## src/rtl/gc_poll_scheduler.sv

```systemverilog
// gc_poll_scheduler: per-frame GameCube controller poll sequencer.
// After each accepted USB start-of-frame it waits POLL_DELAY cycles, then
// starts ports 0..3 strictly one at a time. It collects connected/timeout
// results and hands a frame summary to the report builder.
// Optional build macro GC_SCHED_SKIP_ABSENT_EN: ports that were absent in the
// last completed frame are only re-probed when the frame counter wraps to 0.
module gc_poll_scheduler #(
   parameter int unsigned POLL_DELAY     = 600,
   parameter int unsigned TIMEOUT        = 24000,
   parameter int unsigned PROBE_INTERVAL = 8
) (
   input  logic       clk,
   input  logic       rstn,
   input  logic       sof,
   input  logic [3:0] port_en,
   input  logic [3:0] port_done,
   input  logic [3:0] port_present,
   input  logic       report_ready,
   output logic [3:0] port_start,
   output logic       report_valid,
   output logic [3:0] connect_mask,
   output logic [3:0] timeout_flags,
   output logic       busy,
   output logic       overrun
);

   localparam int unsigned CNT_W = 16;
   localparam int unsigned FC_W  = $clog2(PROBE_INTERVAL);

   typedef enum logic [2:0] {
      ST_IDLE,
      ST_DELAY,
      ST_START,
      ST_WAIT,
      ST_NEXT,
      ST_REPORT
   } state_e;

   state_e            state_q;
   logic [CNT_W-1:0]  cnt_q;
   logic [1:0]        idx_q;
   logic [FC_W-1:0]   frame_q;
   logic [3:0]        work_mask_q;
   logic [3:0]        work_flags_q;
   logic [3:0]        port_start_q;
   logic              report_valid_q;
   logic [3:0]        connect_mask_q;
   logic [3:0]        timeout_flags_q;
   logic              busy_q;
   logic              overrun_q;
   logic              skip_c;

   // Decide whether the current port is left out of this frame's polling.
`ifdef GC_SCHED_SKIP_ABSENT_EN
   assign skip_c = !connect_mask_q[idx_q] && (frame_q != FC_W'(0));
`else
   assign skip_c = 1'b0;
`endif

   // Frame sequencer: state, counters, working results and registered outputs.
   always_ff @(posedge clk or negedge rstn) begin
      if (!rstn) begin
         state_q         <= ST_IDLE;
         cnt_q           <= '0;
         idx_q           <= '0;
         frame_q         <= '0;
         work_mask_q     <= '0;
         work_flags_q    <= '0;
         port_start_q    <= '0;
         report_valid_q  <= 1'b0;
         connect_mask_q  <= '0;
         timeout_flags_q <= '0;
         busy_q          <= 1'b0;
         overrun_q       <= 1'b0;
      end else begin
         port_start_q <= '0;
         overrun_q    <= sof && (state_q != ST_IDLE);
         case (state_q)
            ST_IDLE: begin
               if (sof) begin
                  state_q      <= ST_DELAY;
                  cnt_q        <= CNT_W'(POLL_DELAY - 1);
                  frame_q      <= frame_q + FC_W'(1);
                  work_mask_q  <= '0;
                  work_flags_q <= '0;
                  idx_q        <= '0;
                  busy_q       <= 1'b1;
               end
            end
            ST_DELAY: begin
               if (cnt_q == '0) begin
                  state_q <= ST_START;
                  idx_q   <= '0;
               end else begin
                  cnt_q <= cnt_q - CNT_W'(1);
               end
            end
            ST_START: begin
               if (!port_en[idx_q] || skip_c) begin
                  state_q <= ST_NEXT;
               end else begin
                  port_start_q <= 4'b0001 << idx_q;
                  cnt_q        <= CNT_W'(TIMEOUT - 1);
                  state_q      <= ST_WAIT;
               end
            end
            ST_WAIT: begin
               if (port_done[idx_q]) begin
                  work_mask_q[idx_q] <= port_present[idx_q];
                  state_q            <= ST_NEXT;
               end else if (cnt_q == '0) begin
                  work_mask_q[idx_q]  <= 1'b0;
                  work_flags_q[idx_q] <= 1'b1;
                  state_q             <= ST_NEXT;
               end else begin
                  cnt_q <= cnt_q - CNT_W'(1);
               end
            end
            ST_NEXT: begin
               if (idx_q == 2'd3) begin
                  state_q         <= ST_REPORT;
                  connect_mask_q  <= work_mask_q;
                  timeout_flags_q <= work_flags_q;
                  report_valid_q  <= 1'b1;
               end else begin
                  idx_q   <= idx_q + 2'd1;
                  state_q <= ST_START;
               end
            end
            ST_REPORT: begin
               if (report_ready) begin
                  state_q        <= ST_IDLE;
                  report_valid_q <= 1'b0;
                  busy_q         <= 1'b0;
                  idx_q          <= '0;
               end
            end
            default: begin
               state_q        <= ST_IDLE;
               report_valid_q <= 1'b0;
               busy_q         <= 1'b0;
            end
         endcase
      end
   end

   assign port_start    = port_start_q;
   assign report_valid  = report_valid_q;
   assign connect_mask  = connect_mask_q;
   assign timeout_flags = timeout_flags_q;
   assign busy          = busy_q;
   assign overrun       = overrun_q;

endmodule
```

## config.mk

```make
export PLATFORM = sky130hd
export DESIGN_NAME = gc_poll_scheduler
export DESIGN_NICKNAME = d
export VERILOG_FILES = /design/src/rtl/gc_poll_scheduler.sv
export SDC_FILE = /design/constraint.sdc
export NUM_CORES = 1
export LEC_CHECK = 0
export CAP_MARGIN = 40
export CORE_MARGIN = 5
export CORE_UTILIZATION = 35
export DETAILED_ROUTE_END_ITERATION = 8
export HOLD_SLACK_MARGIN = 0.03
export PLACE_DENSITY = 0.67
export SLEW_MARGIN = 15
export SYNTH_ARGS = -nofsm -noshare
export SYNTH_HDL_FRONTEND = slang
export SYNTH_SLANG_ARGS = --single-unit
```

## constraint.sdc

```tcl
create_clock -name clk -period 2.1 [get_ports clk]
set_input_delay 0.21 -clock clk [delete_from_list [all_inputs] [get_ports clk]]
set_output_delay 0.21 -clock clk [all_outputs]
set_load 0.02 [all_outputs]
```

== Word level (Yosys, flattened, before mapping) ==
Cells that the tools add are included.
Word-level totals
  register bits after elaboration: 44
Operators by class
  add/sub/neg operators: 2
  $lt $le $gt $ge: 2
  equality and inequality tests: 15
  shift-type cells: 1
  multiplexer cells: 41
  bitwise logic cells: 5
  reductions and logical operators: 18
Operators with widths (count)
  two-way mux 16 bit: 4
  one-hot mux 16 bit (4 select lines): 1
  two-way mux 4 bit: 7
  two-way mux 3 bit: 7
  one-hot mux 3 bit (6 select lines): 1
  logical NOT 16 bit: 1
  != test 2 bit (second input constant): 8
  one-hot mux 4 bit (2 select lines): 2
  subtractor 16 x 1 -> 16 bit (second input constant): 1
  AND reduction 4 bit: 3
  AND reduction 3 bit: 3
  two-way mux 2 bit: 4
  one-hot mux 2 bit (4 select lines): 1
  nonzero test 4 bit: 2
  OR reduction 4 bit: 2
  two-way mux 1 bit: 7
  binary-select mux 1 bit (select 2 bit): 3
  == test 3 x 2 -> 1 bit (second input constant): 2
  == test 3 bit (second input constant): 2
  one-hot mux 1 bit (3 select lines): 2
  AND reduction 5 bit: 1
  bitwise AND 4 bit: 1
  bitwise mux 4 bit: 1
  NOT 4 bit: 1
  other kinds (15): 17

== Depth between registers and ports, before layout ==
Gate-level depths: netlist of run 1.
  word-level depth: 9
  gate-level depth with buffers: 8

== Worst setup path after synthesis of run 1 ==
OpenSTA, ideal clock, no wires.
  path type: register to register
  start: register cnt_q[0]
  end: register cnt_q[13]
  arrival: 2089 ps
  required time: 2031 ps
  setup slack: -58 ps
  cell stages (with the launch flop): 8
  buffers on the path: 0
  cell sequence: dfrtp_1 > inv_1 > ha_1 > nor4b_1 > and4_2 > or4_4 > or4b_1 > nand3_1
On the way
  longest elaborated chain between the ends: 4
  elaborated cells between the ends (all ways): 5
  classes of those cells: add/sub (1); mux (3); reduce/logical (1)
RTL lines
  from (decl): RTL line 40  | logic [CNT_W-1:0] cnt_q;
  from (signal assigned): RTL line 82  | cnt_q <= CNT_W'(POLL_DELAY - 1);
  from (signal assigned): RTL line 95  | cnt_q <= cnt_q - CNT_W'(1);
  from (signal assigned): RTL line 103  | cnt_q <= CNT_W'(TIMEOUT - 1);
  subtractor 16 x 1 -> 16 bit or logical NOT 16 bit (tied branches)
  two-way mux 16 bit *: RTL line 91, 111
  two-way mux 16 bit: RTL line 108  | if (port_done[idx_q]) begin
  one-hot mux 16 bit (4 select lines) *: RTL line 78  | case (state_q)
Every way passes the cells marked *; elsewhere a longest branch is shown, timed or not. The select of a mux whose other input is x is not followed.
A chain may end at the register's enable or synchronous reset.

== Final worst setup path of run 1 ==
  start: register cnt_q[8]
  end: register cnt_q[13]
The elaborated chain is that of the path after synthesis.

==> flow_metrics.tcl, run 1 <==
set metrics [dict create \
    status "finished clean" \
    syn_inst 249 \
    required_ps 2340 \
    clk_pin_slew_ps 90 \
    dp_cells 397 \
    drt_pass1_iterations 4 \
    synth_enable_flop_cells 0 \
    clockBufferDepth 2 \
    post_drt_via_cell_ratio 5.32 \
    synth_area_leaders "dfrtp_1, mux2_2, a21oi_1" \
    min_path_type "reg2reg" \
    final_cell_mix "dfrtp_1, buf_4, clkdlybuf4s50_1" \
    syn_to_final_growth_pct 31.2 \
    ios 31 \
    yosys.area.top_type "dfrtp_1" \
    fillers 675 \
    dieWidth_um 94.0 \
    cap_violations 0 \
    grt_pass1_vias 2109 \
    wl_mm 6.26 \
    io_buffers 30 \
    ff2ff_setup_slack_ps 20 \
    p_clk_share_pct 17.1 \
    wl_met1_mm 2.99 \
    ir_drop_mv 0.411 \
    synth_top_area_share_pct 44.6 \
    leakage_nw 1.43 \
    slew_violations 0 \
    cp.arrival_ps 2320 \
    grt_max_degree 45 \
    synth_fp_nets 271 \
    wl_per_cell_um 15.4 \
    worst_slack_ps 17.6 \
    hold_path_depth 2 \
    grt_usage_pct 14.6 \
    htree_num_levels 2 \
    crit_type "reg2reg" \
    start_kind "flop" \
    post-route-min-period_ps 2080 \
    clock_latency_ps 300 \
    gp_congestion 0.871 \
    drt_iter0_drc 111 \
    ctsRootBufferMaster "clkbuf_8" \
    die-area_um2 8830 \
    synth-warning-count 0 \
    synthArstFlopShare_pct 100 \
    seqPwrFrac_pct 32.9 \
    ys.flop_type "dfrtp_1" \
    path_cells "nor4_4 > buf_4 > nand2_4 > or4_4 > or4b_1 > nand3_1" \
    switching_share_pct 41.5 \
    cts_buffers 5 \
    rsz0062_at_grt "yes" \
    worstMarginPinSlew_ps 584 \
    cts_sinks 44 \
    met3_length_um 246 \
    rows 30 \
    nets 332 \
    comb_power_share_pct 50.0 \
    core_area_um2 6830 \
    grt_pass1_wl_mm 10.4 \
    critPathMaxFanout 4 \
    crit_family "simple AND/OR/NAND/NOR gates" \
    cpPeakStageDelay_ps 500 \
    antennaDiodeCount 0 \
    via_count 2165 \
    synth-seq-area-share_pct 44.6 \
    p_switching_mw 1.69 \
    die_h_um 94.0 \
    dp_hpwl_mm 4.63 \
    drive_gt1_share_pct 22.5 \
    p_int_mw 2.38 \
    hold_viol 0 \
    synth.distinct_cells 55 \
    setup_viol 0 \
    finClkSkew_ps 8.77 \
    cts_tree "built" \
    start_util_pct 36.1 \
    place_ws_ps 29.2 \
    syn-mean-instance-area_um2 9.91 \
    slowest_stage "or4b_1" \
    relSlewSlack_pct 61.1 \
    route.met2.wl_mm 2.94 \
    cp-end-kind "flop" \
    power.density_nw_per_um2 1260 \
    route.detailed.drc 0 \
    post-route-period-util_pct 99.2 \
    max_freq_mhz 480 \
    final_common_cell "dfrtp_1" \
    ant_nets 0 \
    synth-seq-cells 44 \
    r2r_cells 6 \
    syn_area_um2 2470 \
    crit_cells 6 \
    overflow 0 \
    cp_num_buf_inv 1 \
    top_layer_used "met4" \
    antenna_found_initial 0 \
    final_cells 407 \
]
area by class of cell:
cell class | instances | area (µm²) | area share (%)
Timing Repair Buffer | 64 | 553 | 17.1
Inverter | 10 | 37.5 | 1.16
Sequential cell | 44 | 1100 | 34.0
Clock inverter | 2 | 38.8 | 1.20
Clock buffer | 6 | 82.6 | 2.55
Multi-Input combinational cell | 185 | 1300 | 40.3
Tap cell | 96 | 120 | 3.71
cells in the mapped netlist, types with 4 or more instances:
cell       instances
a21oi_1           22
and2_1             5
clkbuf_1           7
dfrtp_1           44
ha_1               6
inv_1              9
mux2_2            10
nand2_1           17
nand2b_1           4
nand3_1           13
nor2_1            23
nor3_1             9
o21ai_0            7
o22ai_1            4
o2bb2ai_1         10
path summary, 6_finish.rpt:
path,startpoint,to
worst min-delay path,work_flags_q[1],work_flags_q[1]
worst min register to register,work_flags_q[1],work_flags_q[1]
min in group asynchronous,rstn,cnt_q[5]
worst max-delay path,cnt_q[8],cnt_q[13]
max in group asynchronous,rstn,cnt_q[8]
worst max register to register,cnt_q[8],cnt_q[13]
cell families after synthesis:
group / Yosys count / synth area share (%)
DFF: 44 / 44.6
AOI/OAI and AO/OA: 72 / 20.7
muxes: 15 / 7.60
and+or+nand+nor: 92 / 20.1
adders and majority gates: 6 / 3.04
buffers and inverters: 20 / 4.00
worst register-to-register path: stages (launching register included):
cell and delay, ps:
dfrtp_2 440, nor4_4 270, buf_4 180, nand2_4 50, or4_4 480, or4b_1 500, nand3_1 90
stage by stage:
| stage | util, % | cell area [µm²] | TNS [ps] | power (mW) | hold slack [ps] |
|---|---|---|---|---|---|
| after CTS | 47.0 | 3210 | 0 | 4.04 | 509 |
| after detailed placement | 45.1 | 3080 | 0 | 3.33 | 341 |
| after global placement | 45.1 | 3080 | 0 | 3.29 | 333 |
| after global routing | 47.4 | 3240 | -119 | 4.37 | 530 |
| final | 47.4 | 3240 | 0 | 4.08 | 507 |
| after floorplan | - | 2480 | 0 | 2.62 | -85.6 |
layer usage:
metal  GRT usage [%]  vias up
met5               0        -
met4            4.57        0
met3            2.56        8
met2            22.6       43
met1            20.7     1067
li1                -     1047
power by group through the flow:
stage	logic (mW)	clock network [mW]	registers (mW)
detailed placement	1.98	0	1.35
global route	2.24	0.746	1.38
finish	2.04	0.696	1.34
floorplan	1.29	0	1.33
global placement	1.95	0	1.34
CTS	1.99	0.710	1.33
state kept, by name, indices dropped and copies added (netlist names), 2 cells and up:
| name | flops |
|---|---|
| cnt_q | 16 |
| connect_mask | 4 |
| idx_q | 2 |
| port_start | 4 |
| state_q | 3 |
| timeout_flags | 4 |
| work_flags_q | 4 |
| work_mask_q | 4 |
what timing repair did:
item | 4_1_cts | 5_1_grt
hold buffers | 1 | 0
setup endpoints to repair | 0 | 8
hold endpoints to repair | 44 | 0
setup buffers | 0 | 1
resized for setup | 0 | 6
Power figures use the tool's default switching activity.
==> run 2, diff against run 1 <==
Settings changed: PLACE_DENSITY 0.67 to default.
==> flow_metrics.tcl, run 2 (synthesized netlist as in run 1, its figures left out) <==
set metrics [dict create \
    status "finished clean" \
    max_freq_mhz 487 \
    clockBufferDepth 2 \
    antennaDiodeCount 0 \
    min_path_type "reg2reg" \
    via_count 2164 \
    dp_hpwl_mm 4.51 \
    drt_pass1_iterations 4 \
    post_drt_via_cell_ratio 5.32 \
    postPlaceCellArea_um2 3070 \
    htree_num_levels 2 \
    largest_reg_flops 16 \
    rsz0062_at_grt "no" \
    die-area_um2 8830 \
    required_ps 2350 \
    cap_violations 0 \
    slew_violations 0 \
    critPathMaxFanout 5 \
    grt_max_degree 45 \
    p_clk_share_pct 17.0 \
    power.density_nw_per_um2 1240 \
    start_util_pct 36.1 \
    hold_viol 0 \
    leakage_nw 1.43 \
    die_h_um 94.0 \
    cts_buffers 5 \
    drive_gt1_share_pct 21.9 \
    rows 30 \
    ant_nets 0 \
    overflow 0 \
    cts_sinks 44 \
    io_buffers 30 \
    grt_usage_pct 14.9 \
    grt_pass1_wl_mm 10.4 \
    clk_pin_slew_ps 90 \
    antenna_found_initial 0 \
    cp.arrival_ps 2300 \
    core_area_um2 6830 \
    post-route-period-util_pct 97.7 \
    ctsRootBufferMaster "clkbuf_8" \
    dieWidth_um 94.0 \
    crit_family "simple AND/OR/NAND/NOR gates" \
    gp_congestion 0.933 \
    slowest_stage "or4_4" \
    cpPeakStageDelay_ps 490 \
    grt_pass1_vias 2090 \
    seqPwrFrac_pct 33.3 \
    syn_to_final_growth_pct 30.8 \
    p_int_mw 2.32 \
    nets 332 \
    cp_num_buf_inv 1 \
    start_kind "flop" \
    route.detailed.drc 0 \
    top_register "cnt_q" \
    final_common_cell "dfrtp_1" \
    relSlewSlack_pct 60.5 \
    drt_iter0_drc 117 \
    ios 31 \
    cp-end-kind "flop" \
    final_area_um2 3230 \
    cts_tree "built" \
    switching_share_pct 42.2 \
    tns_ps 0 \
    ir_drop_mv 0.408 \
    final_cell_mix "dfrtp_1, buf_4, clkdlybuf4s50_1" \
    comb_power_share_pct 49.7 \
    wl_mm 6.24 \
    p_switching_mw 1.69 \
    post-route-min-period_ps 2050 \
    crit_type "reg2reg" \
    clock_latency_ps 310 \
    path_cells "nor4_4 > buf_4 > nand2_4 > or4_4 > or4b_1 > nand3_1" \
    worstMarginPinSlew_ps 590 \
    setup_viol 0 \
    finClkSkew_ps 7.58 \
    wl_per_cell_um 15.3 \
]
==> run 2: cell types whose count changed in the layout (fill, tap and decap cells not counted), sizes merged <==
| cell | change |
|---|---|
| clkinv | +1 |
| clkbuf | -1 |
==> run 2: power groups by stage <==
stage | sequential [mW] | clock [mW] | combinational (mW)
after floorplan | 1.33 | 0 | 1.29
after global placement | 1.35 | 0 | 1.92
after detailed placement | 1.35 | 0 | 1.94
after CTS | 1.33 | 0.706 | 1.94
after global routing | 1.37 | 0.731 | 2.20
final | 1.34 | 0.684 | 2.00
==> run 2: layout make-up <==
type | count | area [µm²]
well taps | 96 | 120
flip-flops and latches | 44 | 1100
repair buffers | 64 | 553
multi-input cells | 185 | 1300
fillers | 677 | 3600
inverters | 10 | 37.5
clock buffers | 5 | 68.8
clock inverters | 3 | 47.5
==> run 2: path summary, 6_finish.rpt <==
kind	from	end	slack, ps	depth (start not counted)
max	cnt_q[8]	cnt_q[13]	50	6
min	work_mask_q[3]	work_mask_q[3]	500	1
max reg2reg	cnt_q[8]	cnt_q[13]	50	6
min reg2reg	work_mask_q[3]	work_mask_q[3]	500	1
max in group asynchronous	rstn	state_q[2]	1220	3
min in group asynchronous	rstn	timeout_flags[0]	510	3
==> run 2: timing repair <==
item | in CTS | in global routing
hold buffers | 1 | 0
buffers inserted | 0 | 2
hold endpoints to repair | 44 | 0
setup endpoints to repair | 2 | 10
gates resized for setup | 0 | 4
pin swaps | 1 | 1
==> run 2: per-stage QoR <==
| step | hold WS [ps] | setup slack [ps] | total power [mW] | utilization [%] | cells |
|---|---|---|---|---|---|
| global placement | 335 | 40.6 | 3.26 | 44.9 | 396 |
| CTS | 507 | 10.2 | 3.98 | 46.8 | 405 |
| finish | 504 | 48.6 | 4.02 | 47.3 | 407 |
| detailed placement | 336 | 7.60 | 3.28 | 44.9 | 396 |
| floorplan | -85.6 | 12.7 | 2.62 | - | 249 |
| global route | 528 | 1.06 | 4.30 | 47.3 | 407 |
==> run 2: per-layer routing <==
layer,global-route usage (%),wire [µm],vias up
li1,-,-,1050
met1,21.2,2990,1051
met2,22.0,2840,55
met3,3.04,293,8
met4,5.90,125,0
met5,0,0,-
